==> src/rtl/turn_controller.sv <==
// rtl/turn_controller.sv - turn sequencing FSM for the Chicken Cha-Cha-Cha datapath
module turn_controller #(
  parameter int REVEAL_CYCLES = 50_000_000,
  parameter int CW            = 26
) (
  input  logic       clk,
  input  logic       reset,
  input  logic       start,
  input  logic [1:0] num_players,
  input  logic       select,
  input  logic [3:0] card_sel,
  input  logic       go,
  input  logic       W,
  output logic [1:0] N,
  output logic [3:0] position_data,
  output logic       A,
  output logic       B,
  output logic       statecombo_next_turn,
  output logic       reveal,
  output logic       game_over
);

  typedef enum logic [3:0] {
    IDLE,
    WAIT_SEL,
    CHECK,
    EVAL,
    MOVE,
    WIN_CHK,
    REVEAL,
    NEXT,
    OVER
  } state_t;

  localparam logic [CW-1:0] RELOAD = CW'(REVEAL_CYCLES - 1);

  state_t        state_q, state_d;
  logic [1:0]    n_q, n_d;
  logic [3:0]    pos_q, pos_d;
  logic [11:0]   used_q, used_d;
  logic [CW-1:0] cnt_q, cnt_d;

  logic game_start;
  logic sel_ok;

  assign game_start = start && (num_players != 2'd0);
  assign sel_ok     = select && (card_sel <= 4'd11) && !used_q[card_sel];

  always_ff @(posedge clk) begin
    if (reset) begin
      state_q <= IDLE;
      n_q     <= 2'd0;
      pos_q   <= 4'd0;
      used_q  <= 12'd0;
      cnt_q   <= '0;
    end else begin
      state_q <= state_d;
      n_q     <= n_d;
      pos_q   <= pos_d;
      used_q  <= used_d;
      cnt_q   <= cnt_d;
    end
  end

  always_comb begin
    state_d = state_q;
    n_d     = n_q;
    pos_d   = pos_q;
    used_d  = used_q;
    cnt_d   = cnt_q;

    case (state_q)
      IDLE, OVER: begin
        // select is never honoured here; only a legal start leaves
        if (game_start) begin
          n_d     = num_players;
          used_d  = 12'd0;
          state_d = WAIT_SEL;
        end
      end
      WAIT_SEL: begin
        if (sel_ok) begin
          pos_d   = card_sel;
          state_d = CHECK;
        end
      end
      CHECK: state_d = EVAL;
      EVAL: begin
        if (go) begin
          used_d[pos_q] = 1'b1;
          state_d       = MOVE;
        end else begin
          cnt_d   = RELOAD;
          state_d = REVEAL;
        end
      end
      MOVE: state_d = WIN_CHK;
      WIN_CHK: state_d = W ? OVER : WAIT_SEL;
      REVEAL: begin
        if (cnt_q == '0) begin
          state_d = NEXT;
        end else begin
          cnt_d = cnt_q - 1'b1;
        end
      end
      NEXT: begin
        used_d  = 12'd0;
        state_d = WAIT_SEL;
      end
      default: state_d = IDLE;
    endcase
  end

  // all strobes are pure state decodes, so reset kills them on the next edge
  assign N                    = n_q;
  assign position_data        = pos_q;
  assign A                    = (state_q == CHECK);
  assign B                    = (state_q == MOVE);
  assign statecombo_next_turn = (state_q == NEXT);
  assign reveal               = (state_q == REVEAL);
  assign game_over            = (state_q == OVER);

endmodule

==> config.mk <==
export PLATFORM = sky130hd
export DESIGN_NAME = turn_controller
export DESIGN_NICKNAME = d
export VERILOG_FILES = /design/src/rtl/turn_controller.sv
export SDC_FILE = /design/constraint.sdc
export NUM_CORES = 1
export LEC_CHECK = 0
export ABC_AREA = 1
export CAP_MARGIN = 20
export CORE_UTILIZATION = 35
export CTS_CLUSTER_DIAMETER = 120
export DETAILED_ROUTE_END_ITERATION = 12
export SETUP_SLACK_MARGIN = 0.05
export SLEW_MARGIN = 5
export SYNTH_ARGS = -nofsm -noshare
export SYNTH_HDL_FRONTEND = slang
export SYNTH_SLANG_ARGS = --single-unit
==> constraint.sdc <==
create_clock -name clk -period 1.7 [get_ports clk]
set_clock_uncertainty 0.1 [all_clocks]
set_input_delay 0.255 -clock clk [delete_from_list [all_inputs] [get_ports clk]]
set_output_delay 0.255 -clock clk [all_outputs]
set_load 0.1 [all_outputs]
# == Yosys cells after proc, flatten, opt, wreduce, memory -nomap -nowiden ==
# Cells that the tools add are included.
# classes
n_reduce_logical,16
mux,16
eq_ne,14
magnitude_cmp,4
bitwise_logic,1
n_addsub,1
# ops
cell,count
$mux W26,2
$pmux W26 S2,1
$pmux W12 S3,1
$pmux W4 S8,1
$logic_not A26 Y1,1
$sub A26 B1 Y26 const B,1
$mux W12,2
$eq A4 B3 Y1 const B,4
$mux W4,4
$or A12 B12 Y12,1
$lt A4 B5 Y1 const B,2
$ne A2 B2 Y1 const B,5
$reduce_and A3 Y1,3
$eq A4 B2 Y1 const B,2
$bmux W1 S4,1
$demux W1 S4,1
$eq A4 B1 Y1 const B,1
$eq A4 B4 Y1 const B,1
$ge A4 B1 Y1 const B,1
$le A4 B4 Y1 const B,1
$logic_and A1 B1 Y1,4
$logic_not A4 Y1,1
$reduce_and A2 Y1,2
$reduce_bool A2 Y1,2
6 further kinds,7
# totals
word_cells,57
input_bits,12
output_inout_bits,11
reg_bits,48

# == Depth between registers and ports, before layout ==
# logic_depth
depth_word,7
depth_mapped,11
mapped_depth_nobuf,11

# == Worst setup path before layout ==
# Ideal clock, no wire load.
# synth_timing
path_type,register to register
startpoint,reg state_q[2]
endpoint,reg cnt_q[13]
path_stages_with_launch,9
slack_ns,-0.679
t_arrival_ns,2.147
n_path_buf,1
setup_ns,0.132
cell_sequence,dfxtp_1 inv_1 nor2_2 nand2_1 nor2_4 buf_1 nand3_1 nand2_1 a21oi_1
# synth_via
elab_chain_cells,3
# synth_rtl
element,line,text
"start, declared",37,"state_t state_q, state_d;"
"start signal, assigned",57,state_q <= state_d;
$eq A4 B3 Y1 *,-,
net reveal,19,"output logic reveal,"
$ne A2 B2 Y1 (no line) or $reduce_bool A2 Y1 (tied branches),-,
$reduce_and A3 Y1 (no line),-,
"end signal, assigned",61,cnt_q <= cnt_d;
"end, declared",41,"logic [CW-1:0] cnt_q, cnt_d;"
# Mark *: on every way through the listed nets, which the timed path passes. The rest lies on a longest branch.
# A chain may end at the register's enable or synchronous reset.

# == Worst setup path in the final report ==
# layout_timing
startpoint,reg state_q[2]
endpoint,out reveal
# layout_via
elab_chain_cells,1
# layout_rtl
element,line,text
$eq A4 B3 Y1,120,assign reveal = (state_q == REVEAL);
"end, declared",19,
# No other way between the ends.

==> flow_metrics.tcl <==
set metrics [dict create \
    io_buffers 22 \
    core-area_um2 7730 \
    grt_pass1_vias 2882 \
    vias 3176 \
    r2r_slack_ps -40 \
    synth_adder_area_share_pct 0.449 \
    synth-edff-count 0 \
    die_area_um2 8330 \
    critical_path_class "reg -> out" \
    fmaxAchievable_mhz 569 \
    pre_cts_slack_ps -337 \
    area_delta_synth_final_pct 53.6 \
    synthCells 439 \
    cts-buffers-inserted 5 \
    grt_max_degree 30 \
    syn_avg_cell_area_um2 6.35 \
    fin_crit_sh_pct 103 \
    synthTopCellsByArea "dfxtp_1 34%, nand2_1 16%, nor2_1 8.9%, a21oi_1 8.3%, nand3_1 6.5%" \
    critical_path_arrival_ps 1400 \
    timing.final.ws_setup_ps -56.4 \
    globalRouteOverflowTotal 0 \
    htree_levels 2 \
    min-delay-start "used_q[1]" \
    cts_sinks 48 \
    cts_hold_buf 0 \
    synth_most_common_cell "nand2_1" \
    hold_depth 2 \
    row_count 32 \
    reg2reg_from "cnt_q[13]" \
    dp_hpwl_um 5490 \
    grt_pass1_wl_um 13100 \
    finalSetupTns_ps -316 \
    ff2ff_path_depth 9 \
    insertedDiodeCount 0 \
    hold_class "reg -> reg" \
    grt_use_total_pct 19.3 \
    maxSlewHeadroom_pct 65.1 \
    ant_nets 0 \
    rsz0062_at_grt "yes" \
    fp.dieH_um 91.2 \
    synth_xor_area_share_pct 3.77 \
    routed_via_density 5.05 \
    worst-path-max-fanout 4 \
    start_util_pct 36.1 \
    ys_seq_area_share_pct 34.5 \
    outcome "finished, violations left" \
    cap_viol_max_count 0 \
    synthFlopType "dfxtp_1" \
    synth_top_area_share_pct 34.5 \
    fin_nets 539 \
    worstMarginPinSlew_ps 523 \
    cts_root_buffer "clkbuf_8" \
    wire_per_inst_um 13.8 \
    setup_violations 17 \
    synth-simple-area-share_pct 40.3 \
    path_clk_slew_ps 100 \
    p_leak_nw 1.89 \
    synth_cell_types 29 \
    period_needed_ps 1760 \
    slew_viol_final 0 \
    rr_endpoint "cnt_q[19]" \
    start_kind "flip-flop" \
    ios 23 \
    muxShareOfSynthArea_pct 0 \
    drive_gt1_share_pct 37.2 \
    utilization_pct 55.4 \
    antenna_found_initial 0 \
    die_w_um 91.2 \
    violations "negative setup slack" \
    cp-end-kind "output port" \
    remaining_drc_errors 0 \
    dr.first_iter.drc_count 154 \
    synthTopCellsByCount "120 x nand2_1, 66 x nor2_1, 48 x dfxtp_1" \
    holdWs_ps 365 \
    clockBufferDepth 2 \
    ys_ff_latch 48 \
    min_to "used_q[1]" \
    ir_worst_vdd_v 0.000528 \
    pwr_density_cell_nw_per_um2 1270 \
    yosysTopAreaCell "dfxtp_1" \
    clkLatencyLatePin_ps 310 \
    synth_compound_area_share_pct 12.6 \
    synth_warnings 0 \
    finalWeightedCongestion 0.892 \
    cts_tree "built" \
    power_mw 5.44 \
    first_pass_iters 4 \
    syn_area_um2 2790 \
    synth_fp_nets 452 \
    postSynth.asyncResetShare_pct 0 \
    synth_top_family_by_area "simple AND/OR/NAND/NOR gates" \
    routed_wl_um 8700 \
    crit_required_ps 1340 \
    hold_viol 0 \
]
-- sequential cells by signal (all words and copies together) (netlist names) --
name / flops
N: 2
state_q: 4
cnt_q: 26
position_data: 4
used_q: 12
-- kinds of logic after synthesis --
family                     after synthesis
AOI/OAI and AO/OA                       66
xor gates and xnor gates                12
adders and majority gates                1
buffers and inverters                   56
DFF                                     48
and+or+nand+nor                        256
-- power by group --
| group | total (mW) | leakage, nW | internal [mW] | switching (mW) |
|---|---|---|---|---|
| Combinational | 3.17 | 1.44 | 1.37 | 1.81 |
| Sequential | 1.39 | 0.397 | 1.25 | 0.141 |
| Clock | 0.874 | 0.0583 | 0.444 | 0.430 |
-- how the worst max path moves through the flow --
stage,from,end,cells past startpoint,slack (ps)
floorplan,state_q[2],cnt_q[13],8,30
global placement,card_sel[0],position_data[0],10,-310
detailed placement,card_sel[0],position_data[0],9,-340
CTS,state_q[2],reveal,6,-50
global route,state_q[2],cnt_q[6],8,-140
finish,state_q[2],reveal,6,-60
-- critical path: stages (launching register included) --
cell and delay, ps:
dfxtp_4 390, inv_4 40, nor2_4 140, nand2_4 80, nor2_4 160, buf_12 130
buf_12 160
-- routing by layer --
| metal | vias to the layer above | part of all wire, % | wire, um | track usage (%) |
|---|---|---|---|---|
| met5 | - | 0 | 0 | 0 |
| met4 | 0 | 1.4 | 118 | 5.29 |
| met1 | 1487 | 45 | 3890 | 24.9 |
| met2 | 89 | 49 | 4260 | 33.3 |
| li1 | 1589 | - | - | - |
| met3 | 11 | 5.1 | 443 | 3.02 |
-- stage by stage --
step,instance area (um2),instances
after global placement,3600,598
after CTS,3880,616
after global routing,4280,629
final,4280,629
after detailed placement,3600,598
after floorplan,2820,439
-- timing repair --
item                                    4_1_cts  5_1_grt
endpoints found under the setup margin       39       50
endpoints found under the hold margin         0        0
resized for setup                            37       86
pin swaps                                     9       37
cloned                                        0        3
buffers inserted                             10       10
-- final cells by class --
| cell class | count | area, um2 |
|---|---|---|
| inverters | 45 | 184 |
| multi-input cells | 335 | 1920 |
| repair inverters | 1 | 11.3 |
| repair buffers | 90 | 935 |
| clock buffers | 5 | 68.8 |
| flip-flops and latches | 48 | 988 |
| clock inverters | 3 | 47.5 |
| fillers | 705 | 3440 |
| well taps | 102 | 128 |
-- cell usage in the layout (no fill, tap or decap), drive strengths merged --
cell type / count
nand2: 124
buf: 77
nor2: 72
dfxtp: 48
a21oi: 46
inv: 45
nand3: 36
o21ai: 17
nand4: 12
clkdlybuf4s50: 10
xor2: 9
clkbuf: 7
or2: 5
nor3: 4
xnor2: 3
clkinv: 3
nand3b: 2
o211ai: 1
o21ba: 1
nor4: 1
o21bai: 1
ha: 1
bufinv: 1
dlygate4sd2: 1
Power figures use the tool's default switching activity.
